### src/rtl/arith_pkg.sv
// Shared arithmetic-unit definitions: FSM state encoding, default datapath
// width and the signed saturation magnitude used by the divider and Booth multiplier.
package arith_pkg;

  typedef enum logic [2:0] {IDLE, PREP, ITER, FIX, DONE} state_e;

  localparam int unsigned DW_DEF = 8;

  // 2^(dw-1): magnitude of the most negative dw-bit value; max positive is one less.
  function automatic int unsigned sat_mag(input int unsigned dw);
    return 32'd1 << (dw - 1);
  endfunction

endpackage

### src/rtl/radix4_div_step.sv
// One radix-4 restoring step: picks the largest digit k in {3,2,1,0} with
// k*|D| <= {R, two dividend bits} and returns the reduced partial remainder.
module radix4_div_step
  import arith_pkg::*;
#(
  parameter int unsigned DW = DW_DEF
) (
  input  logic [DW:0]   r_i,
  input  logic [1:0]    bits_i,
  input  logic [DW:0]   d1_i,
  input  logic [DW+1:0] d2_i,
  input  logic [DW+1:0] d3_i,
  output logic [DW:0]   r_o,
  output logic [1:0]    digit_o
);

  localparam int unsigned RW = DW + 1;

  logic [DW+2:0] t;

  always_comb begin
    t = {r_i, bits_i};
    if (t >= {1'b0, d3_i}) begin
      digit_o = 2'd3;
      r_o     = RW'(t - {1'b0, d3_i});
    end else if (t >= {1'b0, d2_i}) begin
      digit_o = 2'd2;
      r_o     = RW'(t - {1'b0, d2_i});
    end else if (t >= {2'b00, d1_i}) begin
      digit_o = 2'd1;
      r_o     = RW'(t - {2'b00, d1_i});
    end else begin
      digit_o = 2'd0;
      r_o     = RW'(t);
    end
  end

endmodule

### src/rtl/radix4_seq_divider.sv
// Sequential signed 2*DW / DW divider, two quotient bits per cycle, with
// valid/ready handshakes on operand and result sides.
module radix4_seq_divider
  import arith_pkg::*;
#(
  parameter int unsigned DW = DW_DEF
) (
  input  logic            clk,
  input  logic            rst,
  input  logic            in_valid,
  output logic            in_ready,
  input  logic [2*DW-1:0] dividend,
  input  logic [DW-1:0]   divisor,
  output logic            out_valid,
  input  logic            out_ready,
  output logic [DW-1:0]   quotient,
  output logic [DW-1:0]   remainder,
  output logic            div_zero,
  output logic            overflow
);

  localparam int unsigned NSTEPS = DW / 2;
  localparam int unsigned CW     = (NSTEPS > 1) ? $clog2(NSTEPS) : 1;
  localparam logic [CW-1:0] LAST  = CW'(NSTEPS - 1);
  localparam logic [DW-1:0] Q_MAX = DW'(sat_mag(DW) - 1);
  localparam logic [DW-1:0] Q_MIN = DW'(sat_mag(DW));

  state_e          state_q;
  logic            in_ready_q, out_valid_q;
  logic [DW-1:0]   quot_q, remo_q;
  logic            dzo_q, ovfo_q;

  logic [2*DW-1:0] n_q;
  logic [DW-1:0]   d_q;
  logic [DW:0]     absd_q;
  logic [DW+1:0]   d3_q;
  logic [DW:0]     rem_q;
  logic [DW-1:0]   lo_q, qu_q;
  logic [CW-1:0]   cnt_q;
  logic            sn_q, sd_q, dz_q, povf_q;

  logic [2*DW-1:0] absn_d;
  logic [DW:0]     dext, absd_d;
  logic [DW+1:0]   d3_d;
  logic            dz_d, povf_d;

  always_comb begin
    absn_d = n_q[2*DW-1] ? -n_q : n_q;
    dext   = {d_q[DW-1], d_q};
    absd_d = d_q[DW-1] ? -dext : dext;
    d3_d   = {1'b0, absd_d} + {absd_d, 1'b0};
    dz_d   = (d_q == '0);
    // High half >= |D| means the quotient needs more than DW bits.
    povf_d = !dz_d && ({1'b0, absn_d[2*DW-1:DW]} >= absd_d);
  end

  logic [DW:0] step_r;
  logic [1:0]  step_digit;

  radix4_div_step #(.DW(DW)) u_step (
    .r_i     (rem_q),
    .bits_i  (lo_q[DW-1 -: 2]),
    .d1_i    (absd_q),
    .d2_i    ({absd_q, 1'b0}),
    .d3_i    (d3_q),
    .r_o     (step_r),
    .digit_o (step_digit)
  );

  logic          neg;
  logic [DW-1:0] quot_d, rem_d;
  logic          ovf_d;

  always_comb begin
    neg    = sn_q ^ sd_q;
    quot_d = neg ? -qu_q : qu_q;
    rem_d  = sn_q ? -rem_q[DW-1:0] : rem_q[DW-1:0];
    ovf_d  = povf_q || (neg ? (qu_q > Q_MIN) : (qu_q > Q_MAX));
    if (dz_q) begin
      quot_d = '0;
      rem_d  = n_q[DW-1:0];
      ovf_d  = 1'b0;
    end else if (ovf_d) begin
      quot_d = neg ? Q_MIN : Q_MAX;
      rem_d  = '0;
    end
  end

  always_ff @(posedge clk or posedge rst) begin
    if (rst) begin
      state_q     <= IDLE;
      in_ready_q  <= 1'b1;
      out_valid_q <= 1'b0;
      quot_q      <= '0;
      remo_q      <= '0;
      dzo_q       <= 1'b0;
      ovfo_q      <= 1'b0;
      n_q         <= '0;
      d_q         <= '0;
      absd_q      <= '0;
      d3_q        <= '0;
      rem_q       <= '0;
      lo_q        <= '0;
      qu_q        <= '0;
      cnt_q       <= '0;
      sn_q        <= 1'b0;
      sd_q        <= 1'b0;
      dz_q        <= 1'b0;
      povf_q      <= 1'b0;
    end else begin
      case (state_q)
        IDLE: begin
          if (in_valid) begin
            n_q        <= dividend;
            d_q        <= divisor;
            in_ready_q <= 1'b0;
            state_q    <= PREP;
          end
        end
        PREP: begin
          sn_q    <= n_q[2*DW-1];
          sd_q    <= d_q[DW-1];
          absd_q  <= absd_d;
          d3_q    <= d3_d;
          rem_q   <= {1'b0, absn_d[2*DW-1:DW]};
          lo_q    <= absn_d[DW-1:0];
          qu_q    <= '0;
          cnt_q   <= '0;
          dz_q    <= dz_d;
          povf_q  <= povf_d;
          state_q <= (dz_d || povf_d) ? FIX : ITER;
        end
        ITER: begin
          rem_q <= step_r;
          lo_q  <= lo_q << 2;
          qu_q  <= DW'({qu_q, step_digit});
          cnt_q <= cnt_q + 1'b1;
          if (cnt_q == LAST) state_q <= FIX;
        end
        FIX: begin
          quot_q      <= quot_d;
          remo_q      <= rem_d;
          dzo_q       <= dz_q;
          ovfo_q      <= ovf_d;
          out_valid_q <= 1'b1;
          state_q     <= DONE;
        end
        DONE: begin
          if (out_ready) begin
            out_valid_q <= 1'b0;
            in_ready_q  <= 1'b1;
            state_q     <= IDLE;
          end
        end
        default: state_q <= IDLE;
      endcase
    end
  end

  assign in_ready  = in_ready_q;
  assign out_valid = out_valid_q;
  assign quotient  = quot_q;
  assign remainder = remo_q;
  assign div_zero  = dzo_q;
  assign overflow  = ovfo_q;

endmodule

### config.mk
export PLATFORM = sky130hd
export DESIGN_NAME = radix4_seq_divider
export DESIGN_NICKNAME = d
export VERILOG_FILES = /design/src/rtl/arith_pkg.sv /design/src/rtl/radix4_div_step.sv /design/src/rtl/radix4_seq_divider.sv
export SDC_FILE = /design/constraint.sdc
export NUM_CORES = 1
export LEC_CHECK = 0
export ABC_CLOCK_PERIOD_IN_PS = 7100
export CELL_PAD_IN_SITES_DETAIL_PLACEMENT = 0
export CELL_PAD_IN_SITES_GLOBAL_PLACEMENT = 1
export CORE_ASPECT_RATIO = 2
export CORE_MARGIN = 3
export CORE_UTILIZATION = 26
export CTS_BUF_LIST = sky130_fd_sc_hd__clkbuf_4 sky130_fd_sc_hd__clkbuf_8
export CTS_CLUSTER_SIZE = 12
export DETAILED_ROUTE_END_ITERATION = 7
export GPL_TIMING_DRIVEN = 1
export PLACE_DENSITY = 0.62
export SYNTH_ARGS = -nofsm -noshare
export SYNTH_HDL_FRONTEND = slang
export SYNTH_HIERARCHICAL = 1
export SYNTH_SLANG_ARGS = --single-unit
export TNS_END_PERCENT = 20
### constraint.sdc
create_clock -name clk -period 7.1 [get_ports clk]
set_input_delay 1.065 -clock clk [delete_from_list [all_inputs] [get_ports clk]]
set_output_delay 1.065 -clock clk [all_outputs]
set_load 0.05 [all_outputs]
==> summary.md, run 1 <==
| Metric | Value |
|---|---|
| CTS sink count | `96` |
| Postcts setup bufs | `0` |
| Clk_lat worst skew | `roughly 0.41 ns` |
| Bufs on Longest Clock Path | `2` |
| Synth cell types | `78` |
| Post-Place Cell Area | `approximately 7500 um^2` |
| Final hold viol count | `0` |
| Worst Hold Class | `reg2reg` |
| Non-Filler Instances | `1114` |
| Initial DRC count | `209` |
| Antenna-violating nets left | `0` |
| Initial antenna violation count | `1` |
| Row count | `82` |
| Sequential share of the synthesized area | `0.3601` |
| Core ar. | `25140 um^2` |
| Worst Path Required | `roughly 7.4 ns` |
| Area grow syn2layout | `15.77%` |
| Number of global-route vias before repair | `roughly 5500` |
| Synth top area cells | `dfrtp_1, ha_1, nand2_1, o21ai_0, mux2_2` |
| Gr usage total | `0.1428` |
| DIE HEIGHT | `about 230 um` |
| Mapped Avg Cell Area | `9.080 um^2` |
| I/O Pins | `48` |
| Unrepaired setup endpoints after global routing | `false` |
| Yosys reg bits | `96` |
| CP Max Fanout | `14` |
| Die area | `between 20000 and 30000 um^2` |
| Mapped Cells | `between 700 and 800` |
| DR vias/cell | `about 4.8` |
| Number of CTS-inserted buffers | `9` |
| Crit path DAT | `3.52 ns` |
| # resized after CTS | `0` |
| Slew margin rel. | `0.4066` |
| Count leader, synth | `dfrtp_1` |
| Total negative slack | `0 ns` |
| Gpl congestion | `0.8735` |
| Crit path launch type | `register` |
| Largest net degree at the start of global routing | `60` |
| Yosys top cell by area | `dfrtp_1` |
| Most used DFF post-synth | `dfrtp_1` |
| Most frequent cells after synthesis | `dfrtp_1, nand2_1, o21ai_0` |
| DRC violations left | `0` |
| Period utilization | `0.4530` |
| Die W | `119.3 um` |
| Fin Clk Skew | `0.03185 ns` |
| Nets | `854` |
| Outcome | `completed` |
| Port bufs | `47` |
| Synth Cell Area | `6674 um^2` |
| Final worst path period need | `3.216 ns` |
| CTS clk-pin slew, worst paths | `0.11 ns` |
| Final setup violation count | `0` |
| Max_cap viols | `0` |
| Vias | `5400` |
| Clk root buf | `clkbuf_8` |
| Fin. max-slew vios | `0` |
| Starting Density | `0.2655` |
| Area share of the largest cell type after synthesis | `0.3562` |
| Post-Layout Inst Area | `7726 um^2` |
| F_max | `~310 MHz` |
| First-pass GRT wire length | `30340 um` |
| DP Wirelength | `15560 um` |
| Share of cells above drive strength 1 | `0.09781` |
| Worst Setup End Kind | `register` |
| Worst-Margin Slew | `roughly 0.9 ns` |
| Detailed Route WL | `19520 um` |
| Post-synth EDFFs | `0` |
| Worst Setup Path Type | `reg2reg` |
| Post-synth ARST share | `1.000` |
| Synth warn | `6` |
| CTS tree | `yes` |
| CTS hold repair buffers | `0` |
| Dpl cells | `roughly 1100` |
| CTS H-tree depth | `3` |
| GRT Residual Overflow | `0` |
| Total iterations of the first detailed-routing run | `5` |
| Per-cell routed wire length | `17.52 um` |
path summary, 6_finish.rpt:
kind                                       from              endpoint  slack (ns)  depth (start not counted)
hold reg to reg             d3_q[5]$_DFFE_PP0P_   d3_q[5]$_DFFE_PP0P_        0.49                          2
setup / recovery           rem_q[3]$_DFFE_PP0P_  rem_q[4]$_DFFE_PP0P_        3.88                         10
setup reg to reg           rem_q[3]$_DFFE_PP0P_  rem_q[4]$_DFFE_PP0P_        3.88                         10
min in group asynchronous                   rst   n_q[15]$_DFFE_PP0P_        1.02                          2
hold / removal              d3_q[5]$_DFFE_PP0P_   d3_q[5]$_DFFE_PP0P_        0.49                          2
max in group asynchronous                   rst  rem_q[7]$_DFFE_PP0P_        4.92                          3
metal layers:
layer / GRT usage / vias to the layer above / routed length (um)
met4: 0.06418 / 0 / 697
met1: 0.1335 / 2613 / 6728
met5: 0 / - / 0
met3: 0.02068 / 20 / 435
met2: 0.2952 / 65 / 11660
li1: - / 2702 / -
state kept, by name, indices dropped and copies added, names as in the netlist, 2 cells and up:
register and count:
absd_q 9, cnt_q 2, d3_q 9, d_q 8
lo_q 8, n_q 16, qu_q 8, quotient 8
rem_q 9, remainder 8, state_q 3
critical path: stages (launching register included):
cell     delay [ns]
dfrtp_1        0.54
ha_1           0.51
nand4_1        0.15
a21oi_1        0.19
nor2_1         0.09
o21ai_2        0.60
mux2_2         0.41
nand2_1        0.07
a22oi_1        0.13
a22o_1         0.28
a21o_1         0.15
cells by family (layout without fill, tap and decap cells):
logic type,after synthesis,count (layout),share of synthesized area
mux,29,29,0.04856
buf+inv,81,122,0.04893
flops,96,96,0.3601
xor+xnor,47,47,0.06168
fa+ha+maj,54,54,0.1057
compound gates,216,216,0.2169
other cells,1,3,0.0005619
simple gates,211,211,0.1575
layout by cell type, fill, tap and decap left out, drive strengths merged, types with 16 or more instances in the layout:
cell	n
a22o	16
ha	50
nor2	41
o21ai	70
mux2	24
inv	53
nand2	91
a21oi	44
clkdlybuf4s50	47
dfrtp	95
xor2	25
xnor2	22
through the flow:
step                utilization  hold slack (ns)  worst slack (ns)
finish                   0.3074           0.4879             3.884
global route             0.3074           0.5066             3.644
CTS                      0.3073           0.4925             3.851
detailed placement       0.2986           0.4701             3.870
global placement         0.2986           0.4624             3.852
floorplan                     -           0.4485             3.531
final cells by class:
cell class | instances | area (um^2)
fillers | 2666 | 17410
multi-input cells | 559 | 3953
flip-flops and latches | 96 | 2404
repair buffers | 56 | 538.0
well taps | 336 | 420.4
inverters | 50 | 190.2
clock buffers | 10 | 137.6
clock inverters | 6 | 81.33
diodes | 1 | 2.502
Power of run 1 is not shown: default switching activity piles up to over one toggle a cycle in this logic, so the estimate is an artifact.
==> inputs of run 2 (changes only) <==
Settings changed: ABC_CLOCK_PERIOD_IN_PS 7100 to 2900, PLACE_DENSITY 0.62 to 0.63.
Clock period 7.1 ns to 2.9 ns, I/O delays scaled along.
==> summary.md, run 2 (synthesized netlist as in run 1, its figures left out) <==
| Metric | Value |
|---|---|
| Core ar. | `25140 um^2 (unchanged)` |
| I/O Pins | `48 (unchanged)` |
| Met3 wire length | `378 um (-13%)` |
| DP Wirelength | `17300 um (+11%)` |
| CTS H-tree depth | `3 (unchanged)` |
| Crit path launch type | `register` |
| Worst r2r dst | `rem_q[2]$_DFFE_PP0P_` |
| Final worst slack | `0.03650 ns (-3.847 ns)` |
| Total negative slack | `0 ns (unchanged)` |
| Area grow syn2layout | `26.92%` |
| Diode count | `0 (-1)` |
| Die W | `119.3 um (unchanged)` |
| CTS hold repair buffers | `0 (unchanged)` |
| CTS sink count | `96 (unchanged)` |
| Number of CTS-inserted buffers | `9 (unchanged)` |
| Filler instances | `2641 (-0.94%)` |
| First-pass GRT wire length | `32980 um (+8.7%)` |
| Die area | `27740 um^2 (unchanged)` |
| Nets | `940 (+10%)` |
| Clk_lat worst skew | `0.40 ns (about the same)` |
| Gr usage total | `0.1549 (+0.01202)` |
| Unrepaired setup endpoints after global routing | `true` |
| Number of global-route vias before repair | `5995 (+8.3%)` |
| CP max stage delay | `0.49 ns (-0.11 ns)` |
| Met2 WL | `12650 um (+8.5%)` |
| DIE HEIGHT | `232.6 um (unchanged)` |
| Bufs on Longest Clock Path | `2 (unchanged)` |
| Worst r2r src | `rem_q[1]$_DFFE_PP0P_` |
| Period utilization | `0.9874 (+0.5344)` |
| Worst Path Required | `3.18 ns (-4.22 ns)` |
| Hold path depth | `2 (unchanged)` |
| Slowest CP cell | `dfrtp_2` |
| CP cell instances | `ha_1, and4_4, a21oi_2, nor2_1, a2111oi_4, o21ai_2, buf_4, a21oi_1, a22oi_2, a22o_1, a21o_1` |
| Row count | `82 (unchanged)` |
| M1 WL | `7225 um (+7.4%)` |
| DRC violations left | `0 (unchanged)` |
| Worst Hold Class | `reg2reg` |
| Worst Setup End Kind | `register` |
| Detailed Route WL | `21240 um (+8.8%)` |
| Clk root buf | `clkbuf_8` |
| Vias | `5849 (+8.3%)` |
| Most frequent cells in the layout | `buf_4, nand2_1, dfrtp_1` |
| Delay-heaviest family, CP | `compound AO/OA/AOI/OAI gates` |
| Antenna-violating nets left | `0 (unchanged)` |
| Slew margin rel. | `0.4985 (+0.09183)` |
| Port bufs | `47 (unchanged)` |
| Setup slack, reg-to-reg | `0.04 ns (-3.85 ns)` |
| Worst reg2reg path depth | `11 (+1)` |
| Final hold viol count | `0 (unchanged)` |
| Fin Clk Skew | `0.01804 ns (-0.01381 ns)` |
| Worst Hold End | `d3_q[4]$_DFFE_PP0P_` |
| Max_cap viols | `0 (unchanged)` |
| Final worst path period need | `2.863 ns (-0.3528 ns)` |
| Total iterations of the first detailed-routing run | `4 (-1)` |
| CTS clk-pin slew, worst paths | `0.10 ns (about the same)` |
| CP Max Fanout | `5 (-9)` |
| CTS tree | `yes` |
| Initial antenna violation count | `0 (-1)` |
| Top sig layer | `met4` |
| Gpl congestion | `0.8916 (+2.1%)` |
| Worst-Margin Slew | `0.7523 ns (-0.1376 ns)` |
| GRT Residual Overflow | `0 (unchanged)` |
| F_max | `349.2 MHz (+12%)` |
| Largest net degree at the start of global routing | `35 (-42%)` |
| Largest reg by FF count | `n_q` |
| Initial DRC count | `304 (+45%)` |
| Count of buffer and inverter cells on the critical path | `1 (+1)` |
| DR vias/cell | `4.878 (+0.64%)` |
| Share of cells above drive strength 1 | `0.2086 (+0.1108)` |
| Fin. max-slew vios | `0 (unchanged)` |
| Max reg flops | `16 (unchanged)` |
| Starting Density | `0.2655 (unchanged)` |
| Worst Setup Path Type | `reg2reg` |
| Commonest non-fill, non-tap cell in the layout | `buf_4` |
| Hold_sp | `d3_q[4]$_DFFE_PP0P_` |
| Outcome | `completed` |
| DP Worst Slack | `-0.06799 ns (-3.938 ns)` |
| Per-cell routed wire length | `17.71 um (+1.1%)` |
| Crit path DAT | `3.15 ns (-0.37 ns)` |
| Final setup violation count | `0 (unchanged)` |
| Final Util | `0.3370 (+0.02962)` |
[run 2: cell count changes in the layout (fill, tap and decap cells not counted), sizes merged]
cell	previous run	this run
inv	53	52
clkinv	2	0
clkinvlp	0	3
diode	1	0
buf	9	95
[run 2: layout make-up]
type | instances | area [um^2] | share of cell area
inverter | 50 | 191.4 | 0.02260
clock buffer | 10 | 131.4 | 0.01551
tap | 336 | 420.4 | 0.04963
multi-input combinational | 559 | 4020 | 0.4746
timing repair buffer | 142 | 1221 | 0.1442
clock inverter | 6 | 73.82 | 0.008715
sequential | 96 | 2412 | 0.2848
[run 2: how the worst max path moves through the flow]
stage | slack [ns] | start | cells past startpoint | endpoint
3_5_place_dp | -0.07 | rem_q[2]$_DFFE_PP0P_ | 10 | rem_q[1]$_DFFE_PP0P_
6_report | 0.04 | rem_q[1]$_DFFE_PP0P_ | 11 | rem_q[2]$_DFFE_PP0P_
3_3_place_gp | -0.1 | rem_q[2]$_DFFE_PP0P_ | 10 | rem_q[1]$_DFFE_PP0P_
4_1_cts | 0.007 | lo_q[6]$_DFFE_PP0P_ | 12 | rem_q[2]$_DFFE_PP0P_
2_1_floorplan | 0.39 | rem_q[4]$_DFFE_PP0P_ | 9 | rem_q[1]$_DFFE_PP0P_
5_1_grt | -0.005 | rem_q[1]$_DFFE_PP0P_ | 11 | rem_q[2]$_DFFE_PP0P_
[run 2: what timing repair did]
action,CTS,global route
pin swaps,0,2
buffers inserted,1,3
resized for setup,6,14
endpoints found under the setup margin,2,12
[run 2: per-layer routing]
layer	global-route usage	up-vias
li1	-	2869
met1	0.1418	2848
met2	0.3193	88
met3	0.01824	44
met4	0.08426	0
met5	0	-
[run 2: tightest hold or removal path: stages, from the launching register on]
cell	delay, ns
dfrtp_1	0.35
nand2_1	0.05
o21ai_0	0.06
[run 2: per-stage QoR]
stage,area (um^2),hold WS (ns),instances
floorplan,6681,0.4485,736
global placement,8159,0.4623,1179
detailed placement,8159,0.4711,1179
CTS,8389,0.4859,1196
global route,8471,0.5208,1199
finish,8471,0.4818,1199
Power of run 2 is left out for the same reason.
==> inputs of run 3 (changes only) <==
Settings changed: CTS_BUF_LIST sky130_fd_sc_hd__clkbuf_4 sky130_fd_sc_hd__clkbuf_8 to unset.
==> summary.md, run 3 (synthesized netlist as in run 1, its figures left out) <==
| Metric | Value |
|---|---|
| Outcome | `completed` |
| CTS tree | `yes` |
| Gpl congestion | `0.8916 (unchanged)` |
| Per-cell routed wire length | `17.72 um (about the same)` |
| Gr usage total | `0.1553 (+0.0004575)` |
| GRT Residual Overflow | `0 (unchanged)` |
| Number of CTS-inserted buffers | `9 (unchanged)` |
| DRC violations left | `0 (unchanged)` |
| Fin Clk Skew | `0.01407 ns (-0.003964 ns)` |
| Setup slack, reg-to-reg | `0.06 ns (+0.03 ns)` |
| Worst Setup End Kind | `register` |
| First-pass GRT wire length | `33030 um (+0.17%)` |
| Commonest non-fill, non-tap cell in the layout | `nand2_1` |
| Max reg flops | `16 (unchanged)` |
| Hold path depth | `2 (unchanged)` |
| Area grow syn2layout | `28.10%` |
| CP Max Fanout | `5 (unchanged)` |
| Crit path DAT | `3.09 ns (-0.06 ns)` |
| Vias | `5830 (-0.32%)` |
| Share of cells above drive strength 1 | `0.2021 (-0.006484)` |
| Worst-Margin Slew | `0.7528 ns (+0.0004421 ns)` |
| Final worst path period need | `2.836 ns (-0.02770 ns)` |
| Crit path launch type | `register` |
| Starting Density | `0.2655 (unchanged)` |
| Final hold viol count | `0 (unchanged)` |
| Final setup violation count | `0 (unchanged)` |
| Nets | `938 (-0.21%)` |
| Initial DRC count | `255 (-16%)` |
| Period utilization | `0.9779 (-0.009553)` |
| Most frequent cells in the layout | `nand2_1, buf_4, dfrtp_1` |
| Hold_sp | `d3_q[4]$_DFFE_PP0P_` |
| Fin. max-slew vios | `0 (unchanged)` |
| CTS clk-pin slew, worst paths | `0.08 ns (-0.02 ns)` |
| Clk root buf | `clkbuf_16` |
| Detailed Route WL | `21210 um (-0.10%)` |
| Initial antenna violation count | `0 (unchanged)` |
| Port bufs | `47 (unchanged)` |
| Max_cap viols | `0 (unchanged)` |
| Antenna-violating nets left | `0 (unchanged)` |
| Filler instances | `2631 (-0.38%)` |
| Worst Hold End | `d3_q[4]$_DFFE_PP0P_` |
| Worst reg2reg path depth | `11 (unchanged)` |
| Number of global-route vias before repair | `6002 (+0.12%)` |
| Total negative slack | `0 ns (unchanged)` |
| Die W | `119.3 um (unchanged)` |
| CTS sink count | `96 (unchanged)` |
| DR vias/cell | `4.871 (-0.16%)` |
| Worst Path Required | `3.15 ns (-0.03 ns)` |
| I/O Pins | `48 (unchanged)` |
| Clk_lat worst skew | `0.37 ns (-0.03 ns)` |
| Row count | `82 (unchanged)` |
| F_max | `352.6 MHz (+0.98%)` |
| DIE HEIGHT | `232.6 um (unchanged)` |
| Bufs on Longest Clock Path | `2 (unchanged)` |
| Largest reg by FF count | `n_q` |
| Diode count | `0 (unchanged)` |
| Unrepaired setup endpoints after global routing | `true` |
| Total iterations of the first detailed-routing run | `5 (+1)` |
| Die area | `27740 um^2 (unchanged)` |
| CTS H-tree depth | `3 (unchanged)` |
| CTS hold repair buffers | `0 (unchanged)` |
| Worst Hold Class | `reg2reg` |
| DP Wirelength | `17300 um (unchanged)` |
| Core ar. | `25140 um^2 (unchanged)` |
| Worst r2r src | `rem_q[3]$_DFFE_PP0P_` |
| Slew margin rel. | `0.4982 (about the same)` |
| Worst r2r dst | `rem_q[2]$_DFFE_PP0P_` |
| Largest net degree at the start of global routing | `35 (unchanged)` |
| Worst Setup Path Type | `reg2reg` |
==> run 3: cell count changes in the layout (fill, tap and decap cells not counted), sizes merged <==
cell	previous run	this run
buf	95	93
==> run 3: repair_timing <==
| action | in CTS | in global routing |
|---|---|---|
| buffers inserted | 1 | 1 |
| gates resized for setup | 5 | 11 |
| setup endpoints to repair | 2 | 10 |
| pin swaps | 0 | 2 |
==> run 3: cell type report <==
type / instances / area [um^2] / area share
timing repair buffer: 140 / 1206 / 0.1411
tap: 336 / 420.4 / 0.04917
clock buffer: 10 / 229.0 / 0.02678
clock inverter: 6 / 73.82 / 0.008635
sequential: 96 / 2411 / 0.2820
inverter: 50 / 191.4 / 0.02239
multi-input combinational: 559 / 4018 / 0.4699
==> run 3: how the worst max path moves through the flow <==
stage	start	depth (start not counted)	to
after CTS	rem_q[1]$_DFFE_PP0P_	11	rem_q[2]$_DFFE_PP0P_
after global placement	rem_q[2]$_DFFE_PP0P_	10	rem_q[1]$_DFFE_PP0P_
after global routing	rem_q[4]$_DFFE_PP0P_	11	rem_q[4]$_DFFE_PP0P_
after detailed placement	rem_q[2]$_DFFE_PP0P_	10	rem_q[1]$_DFFE_PP0P_
after floorplan	rem_q[4]$_DFFE_PP0P_	9	rem_q[1]$_DFFE_PP0P_
final	rem_q[3]$_DFFE_PP0P_	11	rem_q[2]$_DFFE_PP0P_
==> run 3: through the flow <==
stage	utilization	worst slack (ns)	hold WS (ns)	cell area, um^2	std cells
floorplan	-	0.3925	0.4485	6681	736
global placement	0.3246	-0.09999	0.4623	8159	1179
detailed placement	0.3246	-0.06799	0.4711	8159	1179
CTS	0.3376	0.0007239	0.4859	8486	1196
global route	0.3401	-0.01295	0.5141	8549	1197
finish	0.3401	0.06421	0.4756	8549	1197
==> run 3: critical path, stage by stage (launching register included) <==
cell	delay (ns)
dfrtp_2	0.49
ha_1	0.35
and4_4	0.21
a21oi_2	0.15
nor2_1	0.09
a2111oi_4	0.34
o21ai_2	0.18
buf_4	0.18
a21oi_1	0.12
a22oi_1	0.16
a22o_1	0.28
a21o_1	0.17
==> run 3: layer usage <==
metal / share of wire / vias up / track usage
met4: 0.054 / 0 / 0.08713
met2: 0.59 / 103 / 0.3177
met1: 0.34 / 2823 / 0.1429
met3: 0.017 / 46 / 0.01897
met5: 0 / - / 0
li1: - / 2858 / -
Power of run 3 is left out for the same reason.
